--- src/rtl/packetizer.sv ---
// Packetizer: serializes one message (1..37 bytes) into header, sequence and
// payload words on a 32-bit stream, assigning per-stream sequence numbers.
module packetizer (
    input  logic           clk,
    input  logic           reset_b,
    input  logic [0:295]   msgIn,
    input  logic [5:0]     msgIn_len,
    input  logic [4:0]     msgIn_stream,
    input  logic           msgIn_val,
    output logic           msgIn_ready,
    output logic [31:0]    dataOut,
    output logic           dataOut_val,
    input  logic           dataOut_ready,
    output logic           dataOut_last,
    output logic           badLen
);

    typedef enum logic [1:0] {IDLE, HDR, SEQ, DATA} state_t;

    state_t        state_q, state_d;
    logic [0:319]  msg_q, msg_d;
    logic [31:0]   seq_q, seq_d;
    logic [3:0]    widx_q, widx_d;
    logic [3:0]    lastw_q, lastw_d;
    logic [31:0]   word_q, word_d;
    logic          val_q, val_d;
    logic          last_q, last_d;
    logic          rdy_q, rdy_d;
    logic          bad_q, bad_d;
    logic [31:0]   seqs_q [32];
    logic          seq_inc;
    logic          accept, len_ok, xfer;
    logic [15:0]   tot;

    assign msgIn_ready  = rdy_q;
    assign dataOut      = word_q;
    assign dataOut_val  = val_q;
    assign dataOut_last = last_q;
    assign badLen       = bad_q;

    always_comb begin
        accept  = msgIn_val & rdy_q;
        len_ok  = (msgIn_len != 6'd0) && (msgIn_len <= 6'd37);
        xfer    = val_q & dataOut_ready;
        tot     = 16'(msgIn_len) + 16'd8;
        state_d = state_q;
        msg_d   = msg_q;
        seq_d   = seq_q;
        widx_d  = widx_q;
        lastw_d = lastw_q;
        word_d  = word_q;
        val_d   = val_q;
        last_d  = last_q;
        rdy_d   = rdy_q;
        bad_d   = 1'b0;
        seq_inc = 1'b0;
        case (state_q)
            IDLE: begin
                if (accept) begin
                    if (!len_ok) begin
                        bad_d = 1'b1;
                    end else begin
                        seq_inc = 1'b1;
                        // Bytes past L are zeroed at capture so payload words need no masking.
                        msg_d = '0;
                        for (int unsigned k = 0; k < 37; k++) begin
                            if (k < 32'(msgIn_len))
                                msg_d[8*k +: 8] = msgIn[8*k +: 8];
                        end
                        seq_d   = seqs_q[msgIn_stream];
                        lastw_d = 4'((msgIn_len - 6'd1) >> 2);
                        word_d  = {tot[7:0], tot[15:8], 8'h00, 3'b000, msgIn_stream};
                        val_d   = 1'b1;
                        rdy_d   = 1'b0;
                        state_d = HDR;
                    end
                end
            end
            HDR: begin
                if (xfer) begin
                    word_d  = {seq_q[7:0], seq_q[15:8], seq_q[23:16], seq_q[31:24]};
                    state_d = SEQ;
                end
            end
            SEQ: begin
                if (xfer) begin
                    word_d  = msg_q[0 +: 32];
                    last_d  = (lastw_q == 4'd0);
                    widx_d  = 4'd1;
                    state_d = DATA;
                end
            end
            DATA: begin
                if (xfer) begin
                    if (last_q) begin
                        word_d  = '0;
                        val_d   = 1'b0;
                        last_d  = 1'b0;
                        rdy_d   = 1'b1;
                        state_d = IDLE;
                    end else begin
                        word_d = msg_q[{widx_q, 5'd0} +: 32];
                        last_d = (widx_q == lastw_q);
                        widx_d = widx_q + 4'd1;
                    end
                end
            end
            default: state_d = IDLE;
        endcase
    end

    always_ff @(posedge clk) begin
        if (!reset_b) begin
            state_q <= IDLE;
            msg_q   <= '0;
            seq_q   <= '0;
            widx_q  <= '0;
            lastw_q <= '0;
            word_q  <= '0;
            val_q   <= 1'b0;
            last_q  <= 1'b0;
            rdy_q   <= 1'b1;
            bad_q   <= 1'b0;
            for (int unsigned i = 0; i < 32; i++)
                seqs_q[i] <= '0;
        end else begin
            state_q <= state_d;
            msg_q   <= msg_d;
            seq_q   <= seq_d;
            widx_q  <= widx_d;
            lastw_q <= lastw_d;
            word_q  <= word_d;
            val_q   <= val_d;
            last_q  <= last_d;
            rdy_q   <= rdy_d;
            bad_q   <= bad_d;
            if (seq_inc)
                seqs_q[msgIn_stream] <= seqs_q[msgIn_stream] + 32'd1;
        end
    end

endmodule

--- config.mk ---
export PLATFORM = sky130hd
export DESIGN_NAME = packetizer
export DESIGN_NICKNAME = d
export VERILOG_FILES = /design/src/rtl/packetizer.sv
export SDC_FILE = /design/constraint.sdc
export NUM_CORES = 2
export LEC_CHECK = 0
export CAP_MARGIN = 10
export CORE_MARGIN = 8
export CORE_UTILIZATION = 30
export CTS_CLUSTER_DIAMETER = 200
export DETAILED_ROUTE_END_ITERATION = 8
export DONT_BUFFER_PORTS = 1
export PLACE_DENSITY = 0.43
export SYNTH_ARGS = -nofsm -noshare
export SYNTH_HDL_FRONTEND = slang
export SYNTH_SLANG_ARGS = --single-unit
--- constraint.sdc ---
create_clock -name clk -period 5.93 [get_ports clk]
set_input_delay 0.8895 -clock clk [delete_from_list [all_inputs] [get_ports clk]]
set_output_delay 0.8895 -clock clk [all_outputs]
set_load 0.05 [all_outputs]
==> summary.txt <==
====================================================================================
CTS H-tree depth                                                                   4
Number of port buffers                                                             0
Die H                                                                         464 um
CP Data Required Time                                                        6.55 ns
Worst-path fanout max                                                            475
GRT overflow                                                                       0
Xor and xnor area share after synthesis                                      0.00291
Area leader, netlist                                                        edfxtp_1
Async S/R FF share, synth                                                          0
Average cell area after synthesis                                          12.6 um^2
R2R setup slack                                                              1.56 ns
Leakage dissipation                                                          23.9 nW
Worst slack at placement                                                    0.448 ns
Yosys warning count                                                                0
Origin of the worst min-delay path                                        msgIn[189]
Violations in the final reports                                         max-slew violations
First-pass GRT wire length                                                 352000 um
Clock Latency Late Sink                                                      0.82 ns
Cells resized by post-CTS repair                                                   0
Detail Route Antenna Nets                                                          0
Mux cell area share after synthesis                                            0.118
Kind of start point of the critical path                                   input pin
Hold_buf cts                                                                       0
Area growth from synthesis to final layout                                     14.0%
Number of different library cells in the post-synthesis netlist                   63
Cell with the largest stage delay on the worst path                          nor4b_1
Worst Clk Skew                                                             0.0518 ns
Area fraction of the dominant cell type after synthesis                        0.510
Peak VDD IR                                                               0.000322 V
Crit path time final                                                         5.01 ns
Number of slew-limit violations in the final report                              197
Worst Max-Slew Pin Slew                                                      1.90 ns
Hold path cells                                                                    1
Starting density of the core                                                   0.302
Number of buffers created by CTS                                                 160
Chip Width                                                                    464 um
Synth Area in Simple Gates                                                     0.117
Reg-to-reg critical path endpoint                                       seqs_q[15][7]
Final sum of negative setup slack                                               0 ns
Final-report setup violation count                                                 0
Min-delay worst type                                                    input pin to flip-flop
Total global-route track usage                                                 0.230
Number of enable flip-flop cells after synthesis                                1024
Clock Root Buffer                                                          clkbuf_16
Most used standard cell by instance count after synthesis                   edfxtp_1
List of most frequent post-synthesis cells                              edfxtp_1 (1024), nor2_1 (643), nor3_1 (546)
Relative max-transition margin                                                -0.264
DR vias/cell                                                                    5.76
Die area                                                                 215000 um^2
Post-synthesis instance area                                              60200 um^2
Worst-case setup margin in the final layout                                 0.919 ns
Largest stage delay on the critical path                                     1.04 ns
Count of maximum capacitance violations                                            0
Number of antenna violations at the first check in global routing                 28
Post-synth top flop                                                         edfxtp_1
Instance count of the mapped netlist                                            4763
Buf+Inv Stages, Crit Path                                                          2
TritonRoute pass-1 iters                                                           7
Combinational family with the most area after synthesis                 multiplexers
DR DRC count                                                                       0
Fraction of the mapped netlist area in adder cells                           0.00187
Final Cycle Share                                                              0.845
Total via count after detailed routing                                         42967
Post-detail-place hpwl                                                     157000 um
Leading cell types by total area after synthesis                        edfxtp_1 (51%), dfxtp_1 (12%), mux2i_1 (7.9%)
Ports placed on the boundary                                                     347
Number of cell instances on the worst register-to-register path                    7
Power density of the placed cells                                        345 nW/um^2
Fraction of the mapped netlist area in compound gates                         0.0903
Terminating pin of the worst hold path                                    msg_q[189]
Sinks on Clock Net                                                              1398
Weighted congestion at the end of routability-driven global placement          0.829
Vias in the first global route                                                 40953
Maximum buffer depth of the clock tree                                             3
Worst setup path category                                               input pin to flip-flop
Core box area                                                            200000 um^2
Highest clock frequency the design can meet                                  200 MHz
Final Hold Vio Count                                                               0
Number of fill cells in the layout                                             19537
WL final                                                                   260000 um
Number of nets in the finished design                                           4980
Fraction of layout instances using a drive strength above 1                    0.138
Crit-path cells                                                         mux2i_1, o22ai_1, nor4_1, nand2_1, ha_1, inv_1, a21oi_1, nand4b_1, nor4b_1, a31oi_2, buf_4, nor3_1
Clock tree from TritonCTS                                                        yes
WP data arrival                                                              5.64 ns
Family with the most delay on the worst path                            simple AND/OR/NAND/NOR gates
Setup repair after global routing missed its margin                               no
Std-Cell Rows                                                                    164
Post-CTS Setup Bufs                                                                0
Post-synth net total                                                            5083
Result of the run                                                       finished, violations left
Wirelength per Cell                                                          34.8 um
Pin count of the biggest net entering global routing                             476
Register bit count reported by yosys                                            1398
Startpoint of the worst-slack reg-to-reg timing path                     msgIn_ready
Endpoint class of the critical path                                        flip-flop
Post-synthesis sequential area ratio                                           0.635
Initial DRC count                                                               5382
Reg clk slew, reported paths                                                 0.06 ns
====================================================================================
[layout make-up]
class / instances / area, um^2 / share of cell area
diodes: 15 / 37.5 / 0.000547
well taps: 2656 / 3320 / 0.0484
clock buffers: 228 / 4400 / 0.0642
clock inverters: 65 / 468 / 0.00682
inverters: 21 / 80.1 / 0.00117
flip-flops and latches: 1398 / 38200 / 0.557
repair buffers: 211 / 1770 / 0.0258
multi-input cells: 2868 / 20300 / 0.296
[state kept, by name (all words and copies together) (netlist names), 2 cells and up]
signal and count:
seq_q 32, widx_q 4, lastw_q 4, dataOut 32
msg_q 296, state_q 2, seqs_q 1024
[power by group]
| group | leakage [nW] | internal [mW] | switching (mW) |
|---|---|---|---|
| Clock | 2.37 | 5.31 | 4.17 |
| Combinational | 7.93 | 0.816 | 1.92 |
| Sequential | 13.6 | 11.0 | 0.455 |
| Total | 23.9 | 17.1 | 6.55 |
[metrics by stage]
step,hold slack (ns),instance area (um^2),power (mW),cells,util
after global routing,0.152,68600,24.4,7456,0.344
after CTS,0.133,68600,23.8,7445,0.343
after detailed placement,0.451,63700,14.3,7152,0.319
after global placement,0.437,63700,14.3,7152,0.319
after floorplan,0.429,60200,13.2,4763,-
final,0.194,68600,23.7,7462,0.344
[kinds of logic after synthesis]
kind of cell	after synthesis
AO/OA/AOI/OAI	732
XOR/XNOR	20
adder cells (fa/ha/maj)	9
buffers and inverters	497
flip-flops	1398
multiplexers	579
AND/OR/NAND/NOR	1528
[layout by cell type (no fill, tap or decap), types with 21 or more instances in the layout]
| cell type | count |
|---|---|
| dfxtp_1 | 371 |
| mux4_2 | 104 |
| mux2i_1 | 474 |
| a21oi_1 | 58 |
| nand2_1 | 109 |
| edfxtp_1 | 1024 |
| a221oi_1 | 23 |
| o21ai_0 | 31 |
| a22oi_1 | 23 |
| clkbuf_16 | 164 |
| clkbuf_1 | 58 |
| nor2_1 | 641 |
| buf_4 | 196 |
| a22o_1 | 281 |
| clkinv_1 | 28 |
| a222oi_1 | 21 |
| nand3_1 | 21 |
| nor4_1 | 52 |
| nand2_2 | 65 |
| o22ai_1 | 224 |
| nor3_1 | 544 |
[worst reg2reg max path, delay by kind of cell, from the launching register on]
family / cells / cell delay, ns
compound gates: 1 / 0.36
buf+inv: 1 / 0.54
flops: 1 / 0.81
simple gates: 5 / 2.30
[per-layer routing]
| metal | GRT usage | up-vias | part of all wire |
|---|---|---|---|
| met5 | 0 | - | 0.00036 |
| met4 | 0.0688 | 14 | 0.032 |
| met3 | 0.0547 | 412 | 0.091 |
| met2 | 0.368 | 2160 | 0.46 |
| met1 | 0.309 | 22404 | 0.41 |
| li1 | - | 17977 | - |
[worst max path at each step]
| stage | from | endpoint | depth (start not counted) |
|---|---|---|---|
| detailed placement | msgIn_stream[0] | seqs_q[15][20] | 10 |
| floorplan | msgIn_stream[2] | seqs_q[20][18] | 17 |
| CTS | msgIn_stream[0] | seqs_q[15][20] | 10 |
| finish | msgIn_stream[1] | seqs_q[3][20] | 12 |
| global placement | msgIn_stream[0] | seqs_q[7][20] | 10 |
| global route | msgIn_stream[0] | seqs_q[30][20] | 10 |
Note: power is estimated with default switching activity, not from simulation.
